--- config.mk ---
export PLATFORM = sky130hd
export DESIGN_NAME = inv_mix_columns
export DESIGN_NICKNAME = d
export VERILOG_FILES = /design/src/rtl/aes_pkg.sv /design/src/rtl/inv_mix_column.sv /design/src/rtl/inv_mix_columns.sv
export SDC_FILE = /design/constraint.sdc
export NUM_CORES = 1
export LEC_CHECK = 0
export ABC_CLOCK_PERIOD_IN_PS = 6300
export BUFFER_PORTS_ARGS = -buffer_cell sky130_fd_sc_hd__buf_2
export CORE_UTILIZATION = 45
export CTS_CLUSTER_DIAMETER = 50
export DETAILED_ROUTE_END_ITERATION = 12
export PLACE_DENSITY = 0.69
export SETUP_SLACK_MARGIN = 0.4
export SLEW_MARGIN = 25
export SYNTH_ARGS = -nofsm -noshare
export SYNTH_HDL_FRONTEND = slang
export SYNTH_HIERARCHICAL = 1
export SYNTH_SLANG_ARGS = --single-unit
--- constraint.sdc ---
create_clock -name clk -period 6.3 [get_ports clk]
set_clock_uncertainty 0.2 [all_clocks]
set_input_delay 0.315 -clock clk [delete_from_list [all_inputs] [get_ports clk]]
set_output_delay 0.315 -clock clk [all_outputs]
set_load 0.02 [all_outputs]
--- src/rtl/aes_pkg.sv ---
// Shared AES definitions: FSM state type, field polynomial and GF(2^8) helpers
// used by both the MixColumns and InvMixColumns datapaths.
package aes_pkg;

  typedef enum logic [1:0] {
    IDLE = 2'd0,
    BUSY = 2'd1,
    DONE = 2'd2
  } state_e;

  localparam logic [7:0] AES_POLY = 8'h1B;

  function automatic logic [7:0] xtime(input logic [7:0] a);
    return {a[6:0], 1'b0} ^ (a[7] ? AES_POLY : 8'h00);
  endfunction

  // Shift-and-add multiply by a 4-bit constant; every coefficient we need fits.
  function automatic logic [7:0] gf_mul(input logic [7:0] a, input logic [3:0] k);
    logic [7:0] acc;
    logic [7:0] p;
    acc = 8'h00;
    p   = a;
    for (int i = 0; i < 4; i++) begin
      if (k[i]) acc = acc ^ p;
      p = xtime(p);
    end
    return acc;
  endfunction

  function automatic logic [7:0] gf_x2(input logic [7:0] a);
    return xtime(a);
  endfunction

  function automatic logic [7:0] gf_x9(input logic [7:0] a);
    return gf_mul(a, 4'd9);
  endfunction

  function automatic logic [7:0] gf_x11(input logic [7:0] a);
    return gf_mul(a, 4'd11);
  endfunction

  function automatic logic [7:0] gf_x13(input logic [7:0] a);
    return gf_mul(a, 4'd13);
  endfunction

  function automatic logic [7:0] gf_x14(input logic [7:0] a);
    return gf_mul(a, 4'd14);
  endfunction

endpackage

--- src/rtl/inv_mix_column.sv ---
// Combinational InvMixColumn of one 32-bit column; byte 0 is the column MSB.
module inv_mix_column
  import aes_pkg::*;
(
  input  logic [31:0] col_i,
  output logic [31:0] col_o
);

  logic [7:0] a0, a1, a2, a3;

  assign a0 = col_i[31:24];
  assign a1 = col_i[23:16];
  assign a2 = col_i[15:8];
  assign a3 = col_i[7:0];

  assign col_o[31:24] = gf_x14(a0) ^ gf_x11(a1) ^ gf_x13(a2) ^ gf_x9(a3);
  assign col_o[23:16] = gf_x9(a0)  ^ gf_x14(a1) ^ gf_x11(a2) ^ gf_x13(a3);
  assign col_o[15:8]  = gf_x13(a0) ^ gf_x9(a1)  ^ gf_x14(a2) ^ gf_x11(a3);
  assign col_o[7:0]   = gf_x11(a0) ^ gf_x13(a1) ^ gf_x9(a2)  ^ gf_x14(a3);

endmodule

--- src/rtl/inv_mix_columns.sv ---
// Iterative InvMixColumns over a 128-bit AES state: one column per clock
// through a single shared column transformer.
module inv_mix_columns
  import aes_pkg::*;
#(
  parameter int NCOLS = 4
) (
  input  logic         clk,
  input  logic         reset,
  input  logic         enable,
  input  logic [127:0] data_in,
  output logic [127:0] data_out,
  output logic         busy,
  output logic         done
);

  localparam logic [1:0] LAST_COL = 2'(NCOLS - 1);

  state_e           state_q, state_d;
  logic [1:0]       col_q, col_d;
  logic [3:0][31:0] data_q, data_d;
  logic [31:0]      colIn, colOut;

  // Column c lives at packed index 3-c so column 0 sits in the top 32 bits.
  assign colIn = data_q[2'd3 - col_q];

  inv_mix_column u_col (
    .col_i (colIn),
    .col_o (colOut)
  );

  always_ff @(posedge clk or posedge reset) begin
    if (reset) begin
      state_q <= IDLE;
      col_q   <= 2'd0;
      data_q  <= '0;
    end else begin
      state_q <= state_d;
      col_q   <= col_d;
      data_q  <= data_d;
    end
  end

  always_comb begin
    state_d = state_q;
    col_d   = col_q;
    data_d  = data_q;
    unique case (state_q)
      IDLE: begin
        if (enable) begin
          state_d = BUSY;
          col_d   = 2'd0;
          data_d  = data_in;
        end
      end
      BUSY: begin
        data_d[2'd3 - col_q] = colOut;
        col_d                = col_q + 2'd1;
        if (col_q == LAST_COL) state_d = DONE;
      end
      DONE:    state_d = IDLE;
      default: state_d = IDLE;
    endcase
  end

  assign data_out = data_q;
  assign busy     = (state_q == BUSY);
  assign done     = (state_q == DONE);

endmodule

# Word-level counts from Yosys, hierarchy flattened
# Cells that the tools add are included.
# totals
regBits,132
latch_bits,0
mem_bits_rw,0
mem_bits_ro,0
output_inout_bits,130
word_cells,96
mem_count,0
# classes
n_addsub,2
multipliers,0
n_div,0
n_lt_le_gt_ge,2
eq_ne,5
n_shift,0
n_mux,24
bitwise,52
n_reduce_logical,5
# op_table
operator,n
8-bit XOR,50
128-bit case mux with 2 select lines,1
128-bit bitwise mux,1
128-bit 2-to-1 mux,1
32-bit binary-select mux with 2-bit select,1
32-bit demux with 2-bit select,1
32-bit 2-to-1 mux,2
5-bit 2-to-1 mux,12
8-bit by 5-bit XOR with 8-bit output,2
2-bit case mux with 2 select lines,2
2-bit 2-to-1 mux,3
2-bit == test (second input constant),2
2-bit AND reduction,2
2-bit by 3-bit less-than comparator with 1-bit output (second input constant),1
2-bit by 1-bit adder with 2-bit output (second input constant),1
2-bit by 1-bit == test with 1-bit output (second input constant),1
2-bit by 1-bit greater-or-equal comparator with 1-bit output (second input constant),1
2-bit logical NOT,1
2-bit by 1-bit inequality test with 1-bit output (second input constant),1
2-bit inequality test (second input constant),1
2-bit nonzero test,1
2-bit subtractor (first input constant),1
1-bit logical AND,1

# Depth between registers and ports, before layout
# Gate-level depths: netlist (run 1).
# logic_depth
word_depth,15
mapped_depth,12

# Hierarchy
# Netlist (run 1), hierarchy kept.
# modules_own_cells
mod,instances,cells_each,area_each_um2
inv_mix_columns,1,754,8266.7
inv_mix_column,1,196,2264.7

# Worst setup path before layout (run 1)
# OpenSTA, ideal clock, no wires.
# synth_timing
path_type,register to register
startpoint,register col_q[1]
endpoint,register data_q (netlist bit data_out[116])
t_arrival_ns,3.429
required_ns,5.975
setup_slack_ns,2.546
stages_incl_launch_ff,12
path_buffers,3
period_less_slack_ns,3.754
path_cell_list,dfrtp_1 buf_2 buf_2 mux4_2 buf_6 xnor3_2 xor3_2 xnor2_2 xnor3_1 nand2_1 mux2i_1 mux2_2
# synth_between
elab_chain_cells,13
word_cells_on_any_way,43
classes_between,add/sub (1); order compare (2); mux (17); bitwise (22); reduce/logical (1)
# synth_lines
element,line,source
"start, declared",inv_mix_columns.sv:20,"logic [1:0] col_q, col_d;"
"start signal, assigned",inv_mix_columns.sv:39,col_q <= col_d;
2-bit subtractor *,inv_mix_columns.sv:25,assign colIn = data_q[2'd3 - col_q];
32-bit binary-select mux with 2-bit select *,inv_mix_columns.sv:25,
32-bit 2-to-1 mux (implied by the code) *,inv_mix_columns.sv:25,
via colIn[23],inv_mix_columns.sv:22,"logic [31:0] colIn, colOut;"
5-bit 2-to-1 mux *,aes_pkg.sv:14,"return {a[6:0], 1'b0} ^ (a[7] ? AES_POLY : 8'h00);"
8-bit XOR *,aes_pkg.sv:14,
8-bit XOR,aes_pkg.sv:14,
8-bit XOR * (2 in a row),aes_pkg.sv:24,if (k[i]) acc = acc ^ p;
8-bit XOR * (3 in a row),inv_mix_column.sv:17,assign col_o[23:16] = gf_x9(a0) ^ gf_x14(a1) ^ gf_x11(a2) ^ gf_x13(a3);
via colOut[20],inv_mix_columns.sv:22,
128-bit bitwise mux *,inv_mix_columns.sv:57,data_d[2'd3 - col_q] = colOut;
128-bit case mux with 2 select lines *,inv_mix_columns.sv:48,unique case (state_q)
"end signal, assigned",inv_mix_columns.sv:40,data_q <= data_d;
"end, declared",inv_mix_columns.sv:21,"logic [3:0][31:0] data_q, data_d;"
# The timed path passes the listed nets; every way through them passes the cells marked *. The select of a mux whose other input is x is not followed.
# A chain may end at the register's enable or synchronous reset.

# Final worst setup path (run 1)
# layout_timing
startpoint,register col_q[1]
endpoint,register data_q (netlist bit data_out[81])
# layout_between
word_cells_on_any_way,43
classes_between,add/sub (1); order compare (2); mux (17); bitwise (22); reduce/logical (1)
# layout_lines
element,line
2-bit subtractor,inv_mix_columns.sv:25
32-bit binary-select mux with 2-bit select,inv_mix_columns.sv:25
32-bit 2-to-1 mux (implied by the code),inv_mix_columns.sv:25
via colIn[13],inv_mix_columns.sv:22
8-bit XOR (2 in a row),aes_pkg.sv:14
5-bit 2-to-1 mux,aes_pkg.sv:14
8-bit by 5-bit XOR with 8-bit output,aes_pkg.sv:14
8-bit XOR,aes_pkg.sv:24
8-bit XOR (2 in a row),inv_mix_column.sv:17
via colOut[17],inv_mix_columns.sv:22
128-bit bitwise mux,inv_mix_columns.sv:57
128-bit case mux with 2 select lines,inv_mix_columns.sv:48
# The timed path passes the listed nets, and every way through them passes these cells. The select of a mux whose other input is x is not followed.

==> results of run 1 <==
==> registers in the layout, indices dropped and copies added, names as in the netlist <==
register	count
data_out	128
col_q	2
state_q	2
==> worst paths after layout <==
kind                       slack (ps)  cells past startpoint                       from                   endpoint
min in group asynchronous         340                      3                      reset   data_out[61]$_DFFE_PP0P_
setup reg to reg                 1790                      9       col_q[1]$_DFFE_PP0P_   data_out[81]$_DFFE_PP0P_
max in group asynchronous        4170                      4                      reset    data_out[2]$_DFFE_PP0P_
hold reg to reg                   330                      1  data_out[109]$_DFFE_PP0P_  data_out[109]$_DFFE_PP0P_
hold / removal                     60                      4                     enable       col_q[0]$_DFFE_PP0P_
setup / recovery                 1790                      9       col_q[1]$_DFFE_PP0P_   data_out[81]$_DFFE_PP0P_
==> layer usage <==
metal | up-vias | wire length [um]
li1 | 3548 | -
met1 | 3855 | 13500
met2 | 334 | 15100
met3 | 37 | 2010
met4 | 2 | 498
met5 | - | 13
==> synthesized netlist by cell type (4+ instances only) <==
| master | count |
|---|---|
| xnor3_1 | 29 |
| mux2_2 | 128 |
| ha_1 | 4 |
| xor2_1 | 34 |
| mux4_2 | 32 |
| clkbuf_1 | 21 |
| mux2i_1 | 128 |
| buf_8 | 8 |
| xnor3_2 | 4 |
| inv_1 | 131 |
| dfrtp_1 | 132 |
| nand2_1 | 135 |
| buf_6 | 13 |
| buf_2 | 18 |
| buf_4 | 7 |
| xor3_1 | 4 |
| xnor2_1 | 103 |
==> what timing repair did <==
action / in CTS / in global routing
endpoints found under the setup margin: 0 / 0
setup buffers: 0 / 0
hold endpoints to repair: 67 / 0
hold buffers: 1 / 0
==> critical path, stage by stage, from the launching register on <==
cell and delay, ps:
dfrtp_2 750, buf_4 480, mux4_2 720, xnor3_2 530
xor2_1 250, xor2_1 350, xnor3_1 600, nand2_1 120
mux2i_1 80, mux2_2 290
==> through the flow <==
stage | instance area (um2) | util (%) | hold WS, ps | setup slack (ps) | cells
after floorplan | 10500 | - | 287 | 2260 | 950
after global routing | 12600 | 55.2 | 59.0 | 1580 | 1501
final | 12600 | 55.2 | 55.9 | 1790 | 1501
after global placement | 11900 | 52.2 | 267 | 1850 | 1468
after CTS | 12600 | 55.2 | 37.3 | 1780 | 1501
after detailed placement | 11900 | 52.2 | 264 | 1810 | 1468
==> layout make-up <==
class,instances,share of cell area (%)
flip-flops and latches,132,26.3
inverters,131,3.95
clock inverters,7,1.31
repair buffers,275,11.3
clock buffers,25,4.10
multi-input cells,618,49.9
well taps,313,3.11
==> logic make-up (layout without fill, tap and decap cells) <==
logic type,Yosys count,in the layout,share of synthesized area (%)
adder cells (fa/ha/maj),4,4,0.475
AO/OA/AOI/OAI,7,7,0.463
multiplexers,288,288,32.7
XOR/XNOR,179,179,20.4
AND/OR/NAND/NOR,140,140,5.18
buffers and inverters,200,438,9.47
flip-flops,132,132,31.4
==> out/results.txt, run 1 <==
Outcome -> complete, no violations
Yosys cell types -> 31
Die W -> 155 um
Met2 Use GR -> 43.3%
Mean number of vias per cell -> 5.18
CTS tree -> done
Drt total wl -> 31.2 mm
Resize count post-CTS -> 0
Area contributors post-synth -> dfrtp_1 31%, mux2_2 14%, mux2i_1 12%
GRT Util Overall -> 26.5%
FMAX -> 222 MHz
Die Area -> 24,000 um2
Fin. Hold Viols -> 0
Row cnt -> 55
Largest net degree at the start of global routing -> 69
DRT antenna net count -> 0
Drt first pass iters -> 5
Core area -> 22,800 um2
Number of global-route vias before repair -> 7,888
Max Fanout on Critical Path -> 20
GPL Wtd Cong -> 0.953
Fillers -> 2,025
Yosys top cell by area -> dfrtp_1
H-tree depth -> 4
Clk_lat worst skew -> 420 ps
CP Launch Type -> register
Async set-reset flop share out of synthesis -> 100%
DPL Wire Length -> 22.4 mm
ANT cells -> 0
FF+latch count, synth -> 132
Via count -> 7,776
Most common cell after layout, fill and taps aside -> buf_2
Top_reg_cell synth -> dfrtp_1
Initial core utilization -> 46.2%
Final setup fails -> 0
Worst endpoint data arrival time -> 4610 ps
Initial antenna violation count -> 1
Inserted Clock Buffers -> 17
DRC errors left -> 0
Clock root buffer -> clkbuf_16
Most frequent cells in the layout -> 260 x buf_2, 135 x nand2_1, 130 x inv_1, 130 x dfrtp_1
Longest Clk Path Bufs -> 2
PortBufs -> 260
Nets -> 1,310
IO Pins -> 261
Global-route wire length before repair -> 47.2 mm
Relative slew slack -> 41.5%
FF/Latch Area -> 3310 um2
Clock Pin Slew Worst Setup and Hold Paths -> 60 ps
Final Cycle Share -> 71.6%
Wire per inst -> 20.8 um
Post-synth net total -> 1,085
Post-synth top area share -> 31.4%
Multi-input gate area -> 6280 um2
Worst Path Required -> 6400 ps
CP Capture Type -> register
Slew Limit Fails -> 0
Register area share after synthesis -> 31.4%
MaxCap Viol Count -> 0
Share of post-route cells with drive strength above 1 -> 40.7%
RSZ-0062 raised after global routing -> false
Chip height -> 155 um
GR Layer Usage met3 -> 5.18%
Avg Synthesized Cell Area -> 11.1 um2
TNS Setup -> 0 ps
Post-Syn Area -> 10,500 um2
Gr busiest metal -> met2
Syn Inst Count -> 950
Met1 Resource Use GR -> 36.0%
Synth-to-Final Area Change -> 19.4%
Synth warn -> 6
Worst-Margin Slew -> 877 ps
Crit Path Class -> register to register
Post-synth EDFFs -> 0
Worst hold path class -> input pin to register
GR Overflow Total -> 0
Minimum clock period -> 4510 ps
Clk sink count -> 132
DRT iter0 DRCs -> 528
Power of run 1 is left out: the tool's default activity adds up to more than one toggle a clock period on the data nets, which glitch-free logic cannot reach.
==> inputs of run 2 (changes only) <==
--- a/config.mk
+++ b/config.mk
@@ -5,7 +5,7 @@
 export SDC_FILE = /design/constraint.sdc
 export NUM_CORES = 1
 export LEC_CHECK = 0
-export ABC_CLOCK_PERIOD_IN_PS = 6300
+export ABC_CLOCK_PERIOD_IN_PS = 4400
 export BUFFER_PORTS_ARGS = -buffer_cell sky130_fd_sc_hd__buf_2
 export CORE_UTILIZATION = 45
 export CTS_CLUSTER_DIAMETER = 50
==> constraint.sdc (replaced) <==
create_clock -name clk -period 4.4 [get_ports clk]
set_clock_uncertainty 0.2 [all_clocks]
set_input_delay 0.22 -clock clk [delete_from_list [all_inputs] [get_ports clk]]
set_output_delay 0.22 -clock clk [all_outputs]
set_load 0.02 [all_outputs]
==> out/results.txt, run 2 (synthesis gave the netlist of run 1 again) <==
Row cnt -> 55 (unchanged)
Via count -> 8,281 (was 7,776)
Chip height -> 155 um (unchanged)
Clock Pin Slew Worst Setup and Hold Paths -> 50 ps (was 60 ps)
Hold Path Depth -> 4 (unchanged)
Die Area -> 24,000 um2 (unchanged)
Core area -> 22,800 um2 (unchanged)
Outcome -> complete, no violations (unchanged)
TNS Setup -> 0 ps (unchanged)
Max Fanout on Critical Path -> 19 (was 20)
H-tree depth -> 4 (unchanged)
Slew Limit Fails -> 0 (unchanged)
GR Overflow Total -> 0 (unchanged)
Fin. Hold Viols -> 0 (unchanged)
Worst Path Required -> 4510 ps (was 6400 ps)
Inserted Clock Buffers -> 17 (unchanged)
Final setup fails -> 0 (unchanged)
Synth-to-Final Area Change -> 26.7% (was 19.4%)
CP bufs+invs -> 1 (unchanged)
Register-to-Register Path Depth -> 9 (unchanged)
Crit Path Class -> register to register (unchanged)
CP Cell Sequence -> buf_12 > mux4_2 > xnor3_2 > xor3_2 > xnor2_2 > xnor3_1 > nand2_1 > mux2i_1 > mux2_2 (was buf_4 > mux4_2 > xnor3_2 > xor2_1 > xor2_1 > xnor3_1 > nand2_1 > mux2i_1 > mux2_2)
Most common cell after layout, fill and taps aside -> buf_2 (unchanged)
DRT iter0 DRCs -> 658 (was 528)
IO Pins -> 261 (unchanged)
Wire per inst -> 20.5 um (was 20.8 um)
Worst Hold Endpoint -> data_out[66]$_DFFE_PP0P_ (was col_q[0]$_DFFE_PP0P_)
Final worst slack -> 518 ps (was 1790 ps)
CP Launch Type -> register (unchanged)
Setup slack at placement -> 386 ps (was 1810 ps)
Drt first pass iters -> 4 (was 5)
CP max-delay cell -> mux4_2 (was dfrtp_2)
Drt total wl -> 32.5 mm (was 31.2 mm)
DRC errors left -> 0 (unchanged)
CTS tree -> done (unchanged)
CP delay by family, top -> XOR/XNOR gates (unchanged)
MaxCap Viol Count -> 0 (unchanged)
Worst hold path class -> input pin to register (unchanged)
Initial antenna violation count -> 0 (was 1)
Nets -> 1,399 (was 1,310)
FF-to-FF setup slack -> 520 ps (was 1790 ps)
Most frequent cells in the layout -> 260 x buf_2, 135 x nand2_1, 130 x inv_1, 130 x dfrtp_1 (unchanged)
Longest Clk Path Bufs -> 2 (unchanged)
Number of global-route vias before repair -> 8,409 (was 7,888)
Minimum clock period -> 3880 ps (was 4510 ps)
DRT antenna net count -> 0 (unchanged)
Hold path startpoint -> data_in[66] (was enable)
Global-route wire length before repair -> 49.6 mm (was 47.2 mm)
Largest net degree at the start of global routing -> 69 (unchanged)
Initial core utilization -> 46.2% (unchanged)
RSZ-0062 raised after global routing -> false (unchanged)
Relative slew slack -> 40.3% (was 41.5%)
CP Capture Type -> register (unchanged)
Max reg flops -> 128 (unchanged)
DPL Wire Length -> 22.6 mm (was 22.4 mm)
Worst endpoint data arrival time -> 3990 ps (was 4610 ps)
Clk_lat worst skew -> 430 ps (was 420 ps)
Worst stage delay on the critical path -> 690 ps (was 750 ps)
PortBufs -> 260 (unchanged)
Die W -> 155 um (unchanged)
Worst-Margin Slew -> 893 ps (was 877 ps)
Share of post-route cells with drive strength above 1 -> 38.4% (was 40.7%)
Final Cycle Share -> 88.2% (was 71.6%)
FMAX -> 258 MHz (was 222 MHz)
Reg-to-reg startpoint -> col_q[1]$_DFFE_PP0P_ (unchanged)
GRT Util Overall -> 27.8% (was 26.5%)
Critical R2R Capture -> data_out[20]$_DFFE_PP0P_ (was data_out[81]$_DFFE_PP0P_)
Clock root buffer -> clkbuf_16 (unchanged)
Mean number of vias per cell -> 5.22 (was 5.18)
ANT cells -> 0 (unchanged)
Clk sink count -> 132 (unchanged)
GPL Wtd Cong -> 0.952 (was 0.953)
==> run 2: cell types whose count changed in the layout (fill, tap and decap cells not counted), moves of 3 or more <==
| cell | previous run | this run |
|---|---|---|
| dlygate4sd3_1 | 1 | 82 |
| clkinv_2 | 0 | 6 |
| buf_4 | 13 | 18 |
| clkbuf_8 | 6 | 1 |
| bufinv_16 | 5 | 1 |
| buf_12 | 0 | 3 |
==> run 2: layout make-up <==
cell class / instances / area (um2)
multi-input cells: 618 / 6300
flip-flops and latches: 132 / 3310
fillers: 1907 / 9440
inverters: 131 / 497
clock inverters: 7 / 60.1
clock buffers: 22 / 454
well taps: 313 / 392
repair buffers: 364 / 2330
==> run 2: worst max-delay path by stage <==
stage / from / end / slack [ps] / cells after the start
2_1_floorplan: reset / col_q[0]$_DFFE_PP0P_ / 450 / 1
3_3_place_gp: col_q[1]$_DFFE_PP0P_ / data_out[50]$_DFFE_PP0P_ / 370 / 9
3_5_place_dp: col_q[1]$_DFFE_PP0P_ / data_out[82]$_DFFE_PP0P_ / 390 / 9
4_1_cts: col_q[1]$_DFFE_PP0P_ / data_out[101]$_DFFE_PP0P_ / 470 / 9
5_1_grt: col_q[1]$_DFFE_PP0P_ / data_out[101]$_DFFE_PP0P_ / 400 / 9
6_report: col_q[1]$_DFFE_PP0P_ / data_out[20]$_DFFE_PP0P_ / 520 / 9
==> run 2: metrics by stage <==
stage               cells  hold slack [ps]  utilization, %  cell area, um2
finish               1587             2.49            58.6           13300
global route         1587             8.51            58.6           13300
CTS                  1587             1.18            58.5           13300
detailed placement   1476              182            52.6           12000
global placement     1476              183            52.6           12000
floorplan             950              192               -           10500
==> run 2: per-layer routing <==
layer	global-route usage [%]	wire [um]
met3	5.38	2030
met4	9.01	660
met5	0	0
met1	36.6	14100
met2	46.0	15700
==> run 2: timing repair <==
item	4_1_cts	5_1_grt
setup buffers	0	0
endpoints found under the setup margin	4	20
endpoints found under the hold margin	148	0
gates resized for setup	1	4
hold buffers	82	0
==> run 2: worst min-delay path, cell delays in order <==
cell,delay (ps)
buf_2,80
inv_1,30
mux2i_1,110
mux2_2,160
Power of run 2 is left out for the same reason.
==> inputs of run 3 (changes only) <==
--- a/config.mk
+++ b/config.mk
@@ -7,10 +7,11 @@
 export LEC_CHECK = 0
 export ABC_CLOCK_PERIOD_IN_PS = 4400
 export BUFFER_PORTS_ARGS = -buffer_cell sky130_fd_sc_hd__buf_2
+export CORE_MARGIN = 3
 export CORE_UTILIZATION = 45
 export CTS_CLUSTER_DIAMETER = 50
 export DETAILED_ROUTE_END_ITERATION = 12
-export PLACE_DENSITY = 0.69
+export PLACE_DENSITY = 0.71
 export SETUP_SLACK_MARGIN = 0.4
 export SLEW_MARGIN = 25
 export SYNTH_ARGS = -nofsm -noshare
==> out/results.txt, run 3 (synthesis gave the netlist of run 1 again) <==
Outcome -> complete, no violations (unchanged)
GPL Wtd Cong -> 0.984 (was 0.952)
Most frequent cells in the layout -> 260 x buf_2, 135 x nand2_1, 130 x inv_1, 130 x dfrtp_1 (unchanged)
Clk_lat worst skew -> 420 ps (was 430 ps)
FMAX -> 258 MHz (about the same)
Nets -> 1,415 (was 1,399)
Hold Path Depth -> 4 (unchanged)
ANT cells -> 0 (unchanged)
Largest net degree at the start of global routing -> 101 (was 69)
Worst endpoint data arrival time -> 3980 ps (was 3990 ps)
Max reg flops -> 128 (unchanged)
Final Cycle Share -> 88.2% (about the same)
DRT antenna net count -> 0 (unchanged)
Clock root buffer -> clkbuf_16 (unchanged)
Most common cell after layout, fill and taps aside -> buf_2 (unchanged)
Die W -> 159 um (was 155 um)
Clock Pin Slew Worst Setup and Hold Paths -> 60 ps (was 50 ps)
Clk sink count -> 132 (unchanged)
Relative slew slack -> 39.7% (was 40.3%)
Worst hold path class -> input pin to register (unchanged)
GRT Util Overall -> 25.7% (was 27.8%)
Initial antenna violation count -> 0 (unchanged)
DRT iter0 DRCs -> 586 (was 658)
Reg-to-reg startpoint -> col_q[1]$_DFFE_PP0P_ (unchanged)
PortBufs -> 260 (unchanged)
RSZ-0062 raised after global routing -> false (unchanged)
Via count -> 8,263 (was 8,281)
DPL Wire Length -> 23.4 mm (was 22.6 mm)
FF-to-FF setup slack -> 520 ps (about the same)
Row cnt -> 55 (unchanged)
Longest Clk Path Bufs -> 2 (unchanged)
Chip height -> 159 um (was 155 um)
Fin. Hold Viols -> 0 (unchanged)
Minimum clock period -> 3880 ps (about the same)
Drt first pass iters -> 5 (was 4)
Die Area -> 25,300 um2 (was 24,000 um2)
CP Launch Type -> register (unchanged)
CP Capture Type -> register (unchanged)
Initial core utilization -> 46.1% (was 46.2%)
Max Fanout on Critical Path -> 12 (was 19)
Share of post-route cells with drive strength above 1 -> 38.7% (was 38.4%)
Crit Path Class -> register to register (unchanged)
Worst Hold Endpoint -> data_out[84]$_DFFE_PP0P_ (was data_out[66]$_DFFE_PP0P_)
Critical R2R Capture -> data_out[52]$_DFFE_PP0P_ (was data_out[20]$_DFFE_PP0P_)
Inserted Clock Buffers -> 17 (unchanged)
Core area -> 22,800 um2 (about the same)
Slew Limit Fails -> 0 (unchanged)
Worst Path Required -> 4500 ps (was 4510 ps)
GR Overflow Total -> 0 (unchanged)
Number of global-route vias before repair -> 8,696 (was 8,409)
Worst-Margin Slew -> 902 ps (was 893 ps)
Util after Layout -> 59.3% (was 58.6%)
Register-to-Register Path Depth -> 9 (unchanged)
Wire per inst -> 20.6 um (was 20.5 um)
Synth-to-Final Area Change -> 28.6% (was 26.7%)
H-tree depth -> 4 (unchanged)
MaxCap Viol Count -> 0 (unchanged)
Global-route wire length before repair -> 50.6 mm (was 49.6 mm)
Mean number of vias per cell -> 5.15 (was 5.22)
CTS tree -> done (unchanged)
Drt total wl -> 33.1 mm (was 32.5 mm)
DRC errors left -> 0 (unchanged)
IO Pins -> 261 (unchanged)
Final setup fails -> 0 (unchanged)
Fillers -> 1,909 (was 1,907)
Hold path startpoint -> data_in[84] (was data_in[66])
TNS Setup -> 0 ps (unchanged)
[run 3: changes by cell type in the layout (fill, tap and decap cells not counted), sizes merged]
| cell | delta |
|---|---|
| clkbuf | +1 |
| inv | -1 |
| clkinvlp | +3 |
| dlygate4sd3 | +9 |
| buf | +7 |
[run 3: critical path: stages (launching register included)]
cell and delay [ps]:
dfrtp_4 650, buf_4 240, mux4_2 570, xor2_2 520, xnor2_1 150, xnor2_1 460
xnor3_1 510, nand2_1 110, mux2i_1 70, mux2_2 270
[run 3: cell type report]
cell class	instances	area, um2	share of cell area (%)
inverter	131	497	3.67
multi-input combinational	618	6290	46.4
clock inverter	9	77.6	0.573
timing repair buffer	380	2490	18.4
clock buffer	23	488	3.60
tap	313	392	2.89
sequential	132	3310	24.4
[run 3: timing repair]
item,in CTS,in global routing
buffers inserted,0,1
gates resized for setup,1,1
pin swaps,0,0
hold buffers,91,0
setup endpoints to repair,53,34
endpoints found under the hold margin,191,0
[run 3: metal layers]
layer | vias up | global-route usage [%] | wire [um]
li1 | 3775 | - | -
met1 | 4108 | 34.7 | 14300
met2 | 343 | 42.9 | 16000
met3 | 37 | 4.71 | 2240
met4 | 0 | 6.96 | 536
met5 | - | 0 | 0
[run 3: worst max-delay path by stage]
stage                    startpoint                         to  slack (ps)  cells after the start
2_1_floorplan                 reset       col_q[0]$_DFFE_PP0P_         450                      1
3_3_place_gp   col_q[1]$_DFFE_PP0P_  data_out[100]$_DFFE_PP0P_         290                      9
3_5_place_dp   col_q[1]$_DFFE_PP0P_   data_out[20]$_DFFE_PP0P_         270                      9
4_1_cts        col_q[1]$_DFFE_PP0P_   data_out[52]$_DFFE_PP0P_         440                      9
5_1_grt        col_q[0]$_DFFE_PP0P_   data_out[17]$_DFFE_PP0P_         410                      9
6_report       col_q[1]$_DFFE_PP0P_   data_out[52]$_DFFE_PP0P_         520                      9
[run 3: per-stage QoR]
step,cells,setup slack (ps),hold WS [ps],area [um2]
floorplan,950,454,192,10500
global placement,1481,290,297,12000
detailed placement,1481,266,302,12000
CTS,1604,441,0.251,13500
global route,1606,413,22.6,13500
finish,1606,520,13.4,13500
Power of run 3 is left out for the same reason.
